File: src/rtl/lsu_pkg.sv
// Shared encodings for the load/store unit: funct3 sizes, FSM states, byte strobes
// and the legality / store-lane helpers used by the request latch.
package lsu_pkg;

    localparam logic [2:0] F3_B  = 3'b000;
    localparam logic [2:0] F3_H  = 3'b001;
    localparam logic [2:0] F3_W  = 3'b010;
    localparam logic [2:0] F3_BU = 3'b100;
    localparam logic [2:0] F3_HU = 3'b101;

    localparam logic [3:0] STRB_NONE = 4'b0000;
    localparam logic [3:0] STRB_B    = 4'b0001;
    localparam logic [3:0] STRB_H    = 4'b0011;
    localparam logic [3:0] STRB_W    = 4'b1111;

    typedef enum logic [1:0] {
        S_IDLE = 2'd0,
        S_REQ  = 2'd1,
        S_WAIT = 2'd2,
        S_DONE = 2'd3
    } lsu_state_e;

    // Size/sign code valid for the op and the address naturally aligned
    function automatic logic access_legal(input logic is_store, input logic [2:0] f3,
                                          input logic [1:0] off);
        logic ok;
        case (f3)
            F3_B:    ok = 1'b1;
            F3_H:    ok = ~off[0];
            F3_W:    ok = (off == 2'b00);
            F3_BU:   ok = ~is_store;
            F3_HU:   ok = ~is_store & ~off[0];
            default: ok = 1'b0;
        endcase
        return ok;
    endfunction

    function automatic logic [3:0] store_strobe(input logic [2:0] f3, input logic [1:0] off);
        logic [3:0] s;
        case (f3)
            F3_B:    s = STRB_B << off;
            F3_H:    s = STRB_H << off;
            default: s = STRB_W;
        endcase
        return s;
    endfunction

    function automatic logic [31:0] store_lanes(input logic [2:0] f3, input logic [31:0] sd);
        logic [31:0] d;
        case (f3)
            F3_B:    d = {4{sd[7:0]}};
            F3_H:    d = {2{sd[15:0]}};
            default: d = sd;
        endcase
        return d;
    endfunction

endpackage

File: src/rtl/load_align_ext.sv
// Picks the addressed byte/half out of a bus word and sign- or zero-extends it.
module load_align_ext
    import lsu_pkg::*;
(
    input  logic [31:0] rdata,
    input  logic [1:0]  offset,
    input  logic [2:0]  funct3,
    output logic [31:0] result_c
);

    logic [7:0]  byte_sel;
    logic [15:0] half_sel;

    always_comb begin
        byte_sel = rdata[7:0];
        case (offset)
            2'd0:    byte_sel = rdata[7:0];
            2'd1:    byte_sel = rdata[15:8];
            2'd2:    byte_sel = rdata[23:16];
            default: byte_sel = rdata[31:24];
        endcase
        half_sel = offset[1] ? rdata[31:16] : rdata[15:0];
    end

    always_comb begin
        result_c = rdata;
        case (funct3)
            F3_B:    result_c = {{24{byte_sel[7]}}, byte_sel};
            F3_H:    result_c = {{16{half_sel[15]}}, half_sel};
            F3_BU:   result_c = {24'd0, byte_sel};
            F3_HU:   result_c = {16'd0, half_sel};
            default: result_c = rdata;
        endcase
    end

endmodule

File: src/rtl/load_store_unit.sv
// Multi-cycle data-memory stage: validates and latches one access, runs it on the bus
// under a watchdog, and stalls the core until the load result or store ack is back.
module load_store_unit
    import lsu_pkg::*;
#(
    parameter int unsigned ADDR_WIDTH     = 32,
    parameter int unsigned TIMEOUT_CYCLES = 255
) (
    input  logic                  clk,
    input  logic                  reset,
    input  logic                  mem_read,
    input  logic                  mem_write,
    input  logic [2:0]            funct3,
    input  logic [ADDR_WIDTH-1:0] addr,
    input  logic [31:0]           store_data,
    output logic                  stall,
    output logic [31:0]           load_data,
    output logic                  load_valid,
    output logic                  access_error,
    output logic                  bus_req_valid,
    input  logic                  bus_req_ready,
    output logic [ADDR_WIDTH-1:0] bus_addr,
    output logic                  bus_we,
    output logic [3:0]            bus_wstrb,
    output logic [31:0]           bus_wdata,
    input  logic                  bus_rsp_valid,
    input  logic [31:0]           bus_rdata
);

    localparam int unsigned CNT_W  = $clog2(TIMEOUT_CYCLES + 1);
    localparam int unsigned WORD_W = ADDR_WIDTH - 2;

    lsu_state_e        state;
    logic [WORD_W-1:0] word_q;
    logic [1:0]        off_q;
    logic [2:0]        f3_q;
    logic              is_store_q;
    logic [3:0]        wstrb_q;
    logic [31:0]       wdata_q;
    logic [CNT_W-1:0]  cnt_q;
    logic [31:0]       aligned_c;

    logic legal_op;
    logic idle_active;
    logic in_bus;
    logic timeout;
    logic in_req;

    assign legal_op    = (mem_read ^ mem_write) && access_legal(mem_write, funct3, addr[1:0]);
    assign idle_active = (state == S_IDLE) && !reset;
    assign in_bus      = (state == S_REQ) || (state == S_WAIT);
    assign in_req      = (state == S_REQ);
    assign timeout     = in_bus && (cnt_q == CNT_W'(TIMEOUT_CYCLES - 1));

    // Accept/reject decision and watchdog abort act in the same cycle they are seen
    assign stall         = (idle_active && legal_op) || (in_bus && !timeout);
    assign access_error  = (idle_active && (mem_read || mem_write) && !legal_op) || timeout;
    assign bus_req_valid = in_req && !timeout;
    assign bus_addr      = in_req ? {word_q, 2'b00} : '0;
    assign bus_we        = in_req && is_store_q;
    assign bus_wstrb     = in_req ? wstrb_q : STRB_NONE;
    assign bus_wdata     = in_req ? wdata_q : 32'd0;
    assign load_valid    = (state == S_DONE) && !is_store_q;

    load_align_ext u_align (
        .rdata    (bus_rdata),
        .offset   (off_q),
        .funct3   (f3_q),
        .result_c (aligned_c)
    );

    always_ff @(posedge clk or posedge reset) begin
        if (reset) begin
            state      <= S_IDLE;
            word_q     <= '0;
            off_q      <= 2'd0;
            f3_q       <= 3'd0;
            is_store_q <= 1'b0;
            wstrb_q    <= STRB_NONE;
            wdata_q    <= 32'd0;
            cnt_q      <= '0;
            load_data  <= 32'd0;
        end else begin
            case (state)
                S_IDLE: begin
                    if (legal_op) begin
                        state      <= S_REQ;
                        word_q     <= addr[ADDR_WIDTH-1:2];
                        off_q      <= addr[1:0];
                        f3_q       <= funct3;
                        is_store_q <= mem_write;
                        wstrb_q    <= mem_write ? store_strobe(funct3, addr[1:0]) : STRB_NONE;
                        wdata_q    <= mem_write ? store_lanes(funct3, store_data) : 32'd0;
                        cnt_q      <= '0;
                    end
                end
                S_REQ: begin
                    if (timeout) begin
                        state <= S_IDLE;
                    end else begin
                        cnt_q <= cnt_q + CNT_W'(1);
                        if (bus_req_ready) state <= S_WAIT;
                    end
                end
                S_WAIT: begin
                    if (timeout) begin
                        state <= S_IDLE;
                    end else begin
                        cnt_q <= cnt_q + CNT_W'(1);
                        if (bus_rsp_valid) begin
                            if (!is_store_q) load_data <= aligned_c;
                            state <= S_DONE;
                        end
                    end
                end
                default: state <= S_IDLE;
            endcase
        end
    end

endmodule

File: config.mk
export PLATFORM = sky130hd
export DESIGN_NAME = load_store_unit
export DESIGN_NICKNAME = d
export VERILOG_FILES = /design/src/rtl/lsu_pkg.sv /design/src/rtl/load_align_ext.sv /design/src/rtl/load_store_unit.sv
export SDC_FILE = /design/constraint.sdc
export NUM_CORES = 1
export LEC_CHECK = 0
export ABC_AREA = 1
export BUFFER_PORTS_ARGS = -buffer_cell sky130_fd_sc_hd__buf_2
export CAP_MARGIN = 5
export CORE_MARGIN = 2
export CORE_UTILIZATION = 25
export DETAILED_ROUTE_END_ITERATION = 10
export PLACE_DENSITY_LB_ADDON = 0.2
export SYNTH_ARGS = -nofsm -noshare
export SYNTH_HDL_FRONTEND = slang
export SYNTH_SLANG_ARGS = --single-unit
File: constraint.sdc
create_clock -name clk -period 7.1 [get_ports clk]
set_input_delay 1.42 -clock clk [delete_from_list [all_inputs] [get_ports clk]]
set_output_delay 1.42 -clock clk [all_outputs]
set_load 0.1 [all_outputs]
# Yosys cells after proc, flatten, opt, wreduce, memory -nomap -nowiden
# Cells that the tools add are included.
totals:
  regBits: 114
  elab_cells: 84
op_classes:
  n_mux: 20
  add_sub_neg: 1
  shift: 2
  n_bitwise: 6
  reduce_logical: 29
  eq_ne: 17
op_table:
  columns: ["operator", "n"]
  rows:
  - ["$pmux W32 S4", 1]
  - ["$mux W32", 3]
  - ["$pmux W32 S2", 1]
  - ["$pmux W8 S3", 1]
  - ["$mux W16", 1]
  - ["$mux W8", 2]
  - ["$pmux W8 S2", 1]
  - ["$eq A3 B3 Y1 const B", 4]
  - ["$logic_and A1 B1 Y1", 10]
  - ["$mux W2", 5]
  - ["$add A8 B1 Y8 const B", 1]
  - ["$eq A8 B8 Y1 const B", 1]
  - ["$mux W4", 2]
  - ["$pmux W4 S2", 1]
  - ["$eq A2 B2 Y1 const B", 3]
  - ["$eq A3 B1 Y1 const B", 2]
  - ["$logic_not A2 Y1", 3]
  - ["$logic_not A3 Y1", 2]
  - ["$ne A3 B3 Y1 const B", 2]
  - ["$pmux W2 S3", 1]
  - ["$reduce_and A3 Y1", 2]
  - ["$pmux W1 S5", 1]
  - ["$eq A2 B1 Y1 const B", 2]
  - ["$logic_not A1 Y1", 4]
  - ["other kinds (12)", 19]

# Depth between registers and ports, before layout
logic_depth:
  ltp_word: 7
  ltp_mapped: 12
  depth_no_buf: 10

# Cells and area by module
# From an unflattened synthesis, not the netlist that was laid out.
hier_totals:
  hier_cells: 904
  area_unflattened_um2: 6472.5
by_module_without_submodules:
  columns: ["module", "area_per_inst_um2", "n_inst", "seq_area_each_um2", "cells_per_inst"]
  rows:
  - ["load_store_unit", 5614.1, 1, 2852.7, 741]
  - ["load_align_ext", 858.3, 1, 0.0, 163]

# Least setup slack after synthesis
# Ideal clock, no wire load.
synth_path:
  path_type: "input to output"
  from: "input mem_read"
  to: "output stall"
  arrival_time_ns: 4.234
  slack_ns: 1.446
  path_stages: 6
  n_path_buf: 0
  required_time_ns: 5.680
  cell_sequence: "inv_1 -> ha_1 -> nand2_1 -> a21oi_1 -> nand2_2 -> o31ai_1"
synth_via:
  elab_chain_len: 4
synth_lines:
  columns: ["item", "line_no", "rtl"]
  rows:
  - ["start, declared", "load_store_unit.sv:11", "input logic mem_read,"]
  - ["$xor A1 B1 Y1", "load_store_unit.sv:49", "assign legal_op = (mem_read ^ mem_write) && access_legal(mem_write, funct3, addr[1:0]);"]
  - ["$logic_and A1 B1 Y1", "load_store_unit.sv:49", null]
  - ["$logic_and A1 B1 Y1", "load_store_unit.sv:56", "assign stall = (idle_active && legal_op) || (in_bus && !timeout);"]
  - ["$logic_or A1 B1 Y1", "load_store_unit.sv:56", null]
  - ["end, declared", "load_store_unit.sv:16", "output logic stall,"]
# Every way passes these cells.

# Final worst setup path
layout_path:
  from: "input mem_write"
  to: "output stall"
layout_via:
  elab_chain_len: 6
  word_cells_on_any_way: 7
  cone_classes: "1 x mux; 3 x bitwise; 3 x reduce/logical"
layout_lines:
  columns: ["item", "line_no", "rtl"]
  rows:
  - ["start, declared", "load_store_unit.sv:12", "input logic mem_write,"]
  - ["$not A1 Y1", "lsu_pkg.sv:31, lsu_pkg.sv:32", null]
  - ["$and A1 B1 Y1", "lsu_pkg.sv:32", "F3_HU: ok = ~is_store & ~off[0];"]
  - ["$pmux W1 S5", "lsu_pkg.sv:27", "case (f3)"]
  - ["$logic_and A1 B1 Y1 (*)", "load_store_unit.sv:49", null]
  - ["$logic_and A1 B1 Y1 (*)", "load_store_unit.sv:56", null]
  - ["$logic_or A1 B1 Y1 (*)", "load_store_unit.sv:56", null]
# Every way passes the cells marked *; elsewhere a longest branch is shown, timed or not.

==> results by group <==
Setup path
  • Crit-path cells: buf_2 > inv_2 > ha_1 > nand2_1 > a21oi_1 > nand2_2 > o31ai_1 > buf_2
  • Cells on worst reg2reg path: 7
  • Crit start category: primary input
  • Worst r2r src: state[0]
  • CP top delay family: buffers and inverters
  • Critical path type: in2out
  • Crit path buffers/inverters: 3
  • Cell mode on critical path: buf_2
  • CP max stage cell: buf_2
  • Worst r2r dst: load_data[11]
  • FF-to-FF setup slack: 4.54 ns
  • Crit path from: mem_write
  • Critical Path AT: 3.00 ns
  • CP endpoint kind: output pin
  • CP peak stage delay: 0.46 ns
  • Peak fanout along the critical path: 12
  • Required time of the critical path: 5.68 ns

Floorplanning
  • Site Rows: 57
  • Top Ports: 210
  • Die Width: 162 microns
  • Core ar.: 24400 sq um
  • DIE HEIGHT: 162 microns
  • Starting Density: 0.256
  • Die area: 26200 sq um

Logic synthesis
  • Share of the synthesized area in the top cell type: 0.457
  • Seq/Total Area, Yosys: 0.457
  • Leading area contributor after synthesis: dfrtp_1
  • Flop and latch count out of synthesis: 114
  • Synth top area cells: dfrtp_1 (46%), nand2_1 (23%), inv_1 (6.4%), o21ai_0 (4.8%), nand3_1 (4.3%)
  • Most frequent cell after synthesis: nand2_1
  • Synth warn: 0
  • Syn Area/Cell: 7.15 sq um
  • Asr flop ratio synth: 1.00
  • Synthesized cell area: 6240 sq um
  • Most common library cells after synthesis: nand2_1 (386), dfrtp_1 (114), inv_1 (106)
  • Netlist cell types: 31
  • Top_reg_cell synth: dfrtp_1
  • Post-synth EDFFs: 0
  • Synth Instances: 873

Placement
  • HPWL after DPL: 13600 microns
  • Placed Instances: 1362
  • Pre-CTS setup slack: 2.67 ns
  • GP Congestion: 0.786
  • Port bufs: 207

Drt
  • Detailed-route DRC error count: 0
  • Detail Route Antenna Nets: 0
  • Drt pass-1 iters: 4
  • Routed WL: 19600 microns
  • Via density: 4.38
  • Vias: 6108
  • DRT iter0 DRCs: 320
  • WL/cell: 14.0 microns

Min path
  • Hold depth: 2
  • Hold EP: word_q[4]
  • Hold WC Path Type: reg2reg
  • HP Start: word_q[4]

Clocking
  • CTS root buffer: clkbuf_16
  • # hold bufs at CTS: 0
  • Setup Buffers After CTS: 0
  • Clk slew on worst S/H paths: 0.06 ns
  • Post-CTS Resized: 0
  • Num CTS Buffers: 17
  • CTS tree: yes
  • Clock insertion delay at the later pin of the skew report: 0.43 ns
  • Number of H-tree levels: 4
  • Sinks on Clock Net: 114
  • Worst-case clock buffer depth: 2

STA
  • Crit path time final: 4.42 ns
  • Setup_tns: 0 ns
  • RSZ-0062 raised after global routing: false
  • Final Hold Fails: 0
  • Fin crit share: 0.622
  • Worst Setup Slack, final: 2.68 ns
  • Hold_ws: 0.472 ns
  • Max_slew headroom: 0.217
  • Worst slew pin tran: 1.17 ns
  • Final setup fails: 0
  • Fmax: 226 MHz
  • Fin. max-slew vios: 0
  • Fin Clk Skew: 0.0115 ns

Power and ir drop
  • Leak: 4.86 nW
  • VDD IR max: 267 uV
  • Cell area power density: 547 nW/um^2

Layout
  • Filler instances: 2709
  • Final Non-Filler Cells: 1395
  • Area occupied by multi-input gates: 2710 sq um
  • FF/Latch Area: 2850 sq um
  • Area delta synth->final: 29.4%
  • Final Util: 0.331
  • Nets: 1170
  • Share of post-route cells with drive strength above 1: 0.247

Global route
  • GRT Residual Overflow: 0
  • First-pass GRT wire length: 31200 microns
  • Vias in the first global route: 5826
  • Initial antenna violation count: 3
  • GRT Overall Usage: 0.151
  • Largest net degree at the start of global routing: 69

Job
  • Maxcap violations: 0

Outcome
  • Status: finished clean
[registers in the layout, summed over array words and instances (netlist names)]
name and flops:
cnt_q 8, f3_q 3, is_store_q 1, load_data 32, off_q 2, state 2, wdata_q 32, word_q 30
wstrb_q 4
[metrics by stage]
stage	cell area, sq um	total power, mW
floorplan	6240	3.13
global route	8070	4.69
global placement	7460	3.54
detailed placement	7460	3.55
finish	8070	4.42
CTS	8070	4.46
[where the power goes]
group / internal (mW) / switching [mW] / total, mW
combinational: 0.425 / 1.99 / 2.42
clock: 0.555 / 0.339 / 0.894
sequential: 0.911 / 0.195 / 1.11
[placed cells by master, fill, tap and decap left out, types with 4 or more instances in the layout]
master and instances:
buf_2 207, buf_4 4, o21ai_0 60, clkinv_4 5, mux2i_1 8, a21oi_1 11, clkbuf_16 17, inv_1 105
ha_1 7, nand3_1 53, inv_2 6, o22ai_1 4, dfrtp_1 114, nand2_2 4, o21ai_1 29, o211ai_1 7
nand2_1 386, nor2_1 10
[how the worst max path moves through the flow]
| stage | end | slack [ns] | cells after the start |
|---|---|---|---|
| after floorplan | stall | 1.45 | 6 |
| after global placement | stall | 2.68 | 8 |
| after detailed placement | stall | 2.67 | 8 |
| after CTS | stall | 2.66 | 8 |
| after global routing | stall | 2.58 | 8 |
| final | stall | 2.68 | 8 |
[cells by family (layout without fill, tap and decap cells)]
family	count (synthesis)	after routing	share of synthesized area
AOI/OAI and AO/OA	114	114	0.0965
adders and majority gates	8	8	0.0160
buffers and inverters	159	354	0.109
DFF	114	114	0.457
muxes	8	8	0.0128
other	1	4	0.000601
and+or+nand+nor	469	469	0.307
[area by class of cell]
class / count / share of cell area
Timing Repair Buffer: 211 / 0.132
Multi-Input combinational cell: 601 / 0.336
Inverter: 112 / 0.0524
Clock buffer: 17 / 0.0527
Antenna cell: 2 / 0.000620
Tap cell: 324 / 0.0502
Sequential cell: 114 / 0.353
Clock inverter: 14 / 0.0226
[worst min-delay path: stages, from the launching register on]
cell and delay [ns]:
dfrtp_1 0.34, nand2_1 0.05, nand2_1 0.05
[layer usage]
| metal | routed length [microns] | track usage |
|---|---|---|
| met1 | 9140 | 0.201 |
| met2 | 8690 | 0.233 |
| met5 | 13 | 0 |
| met4 | 267 | 0.0499 |
| met3 | 1460 | 0.0483 |
(Power assumes the default switching activity.)
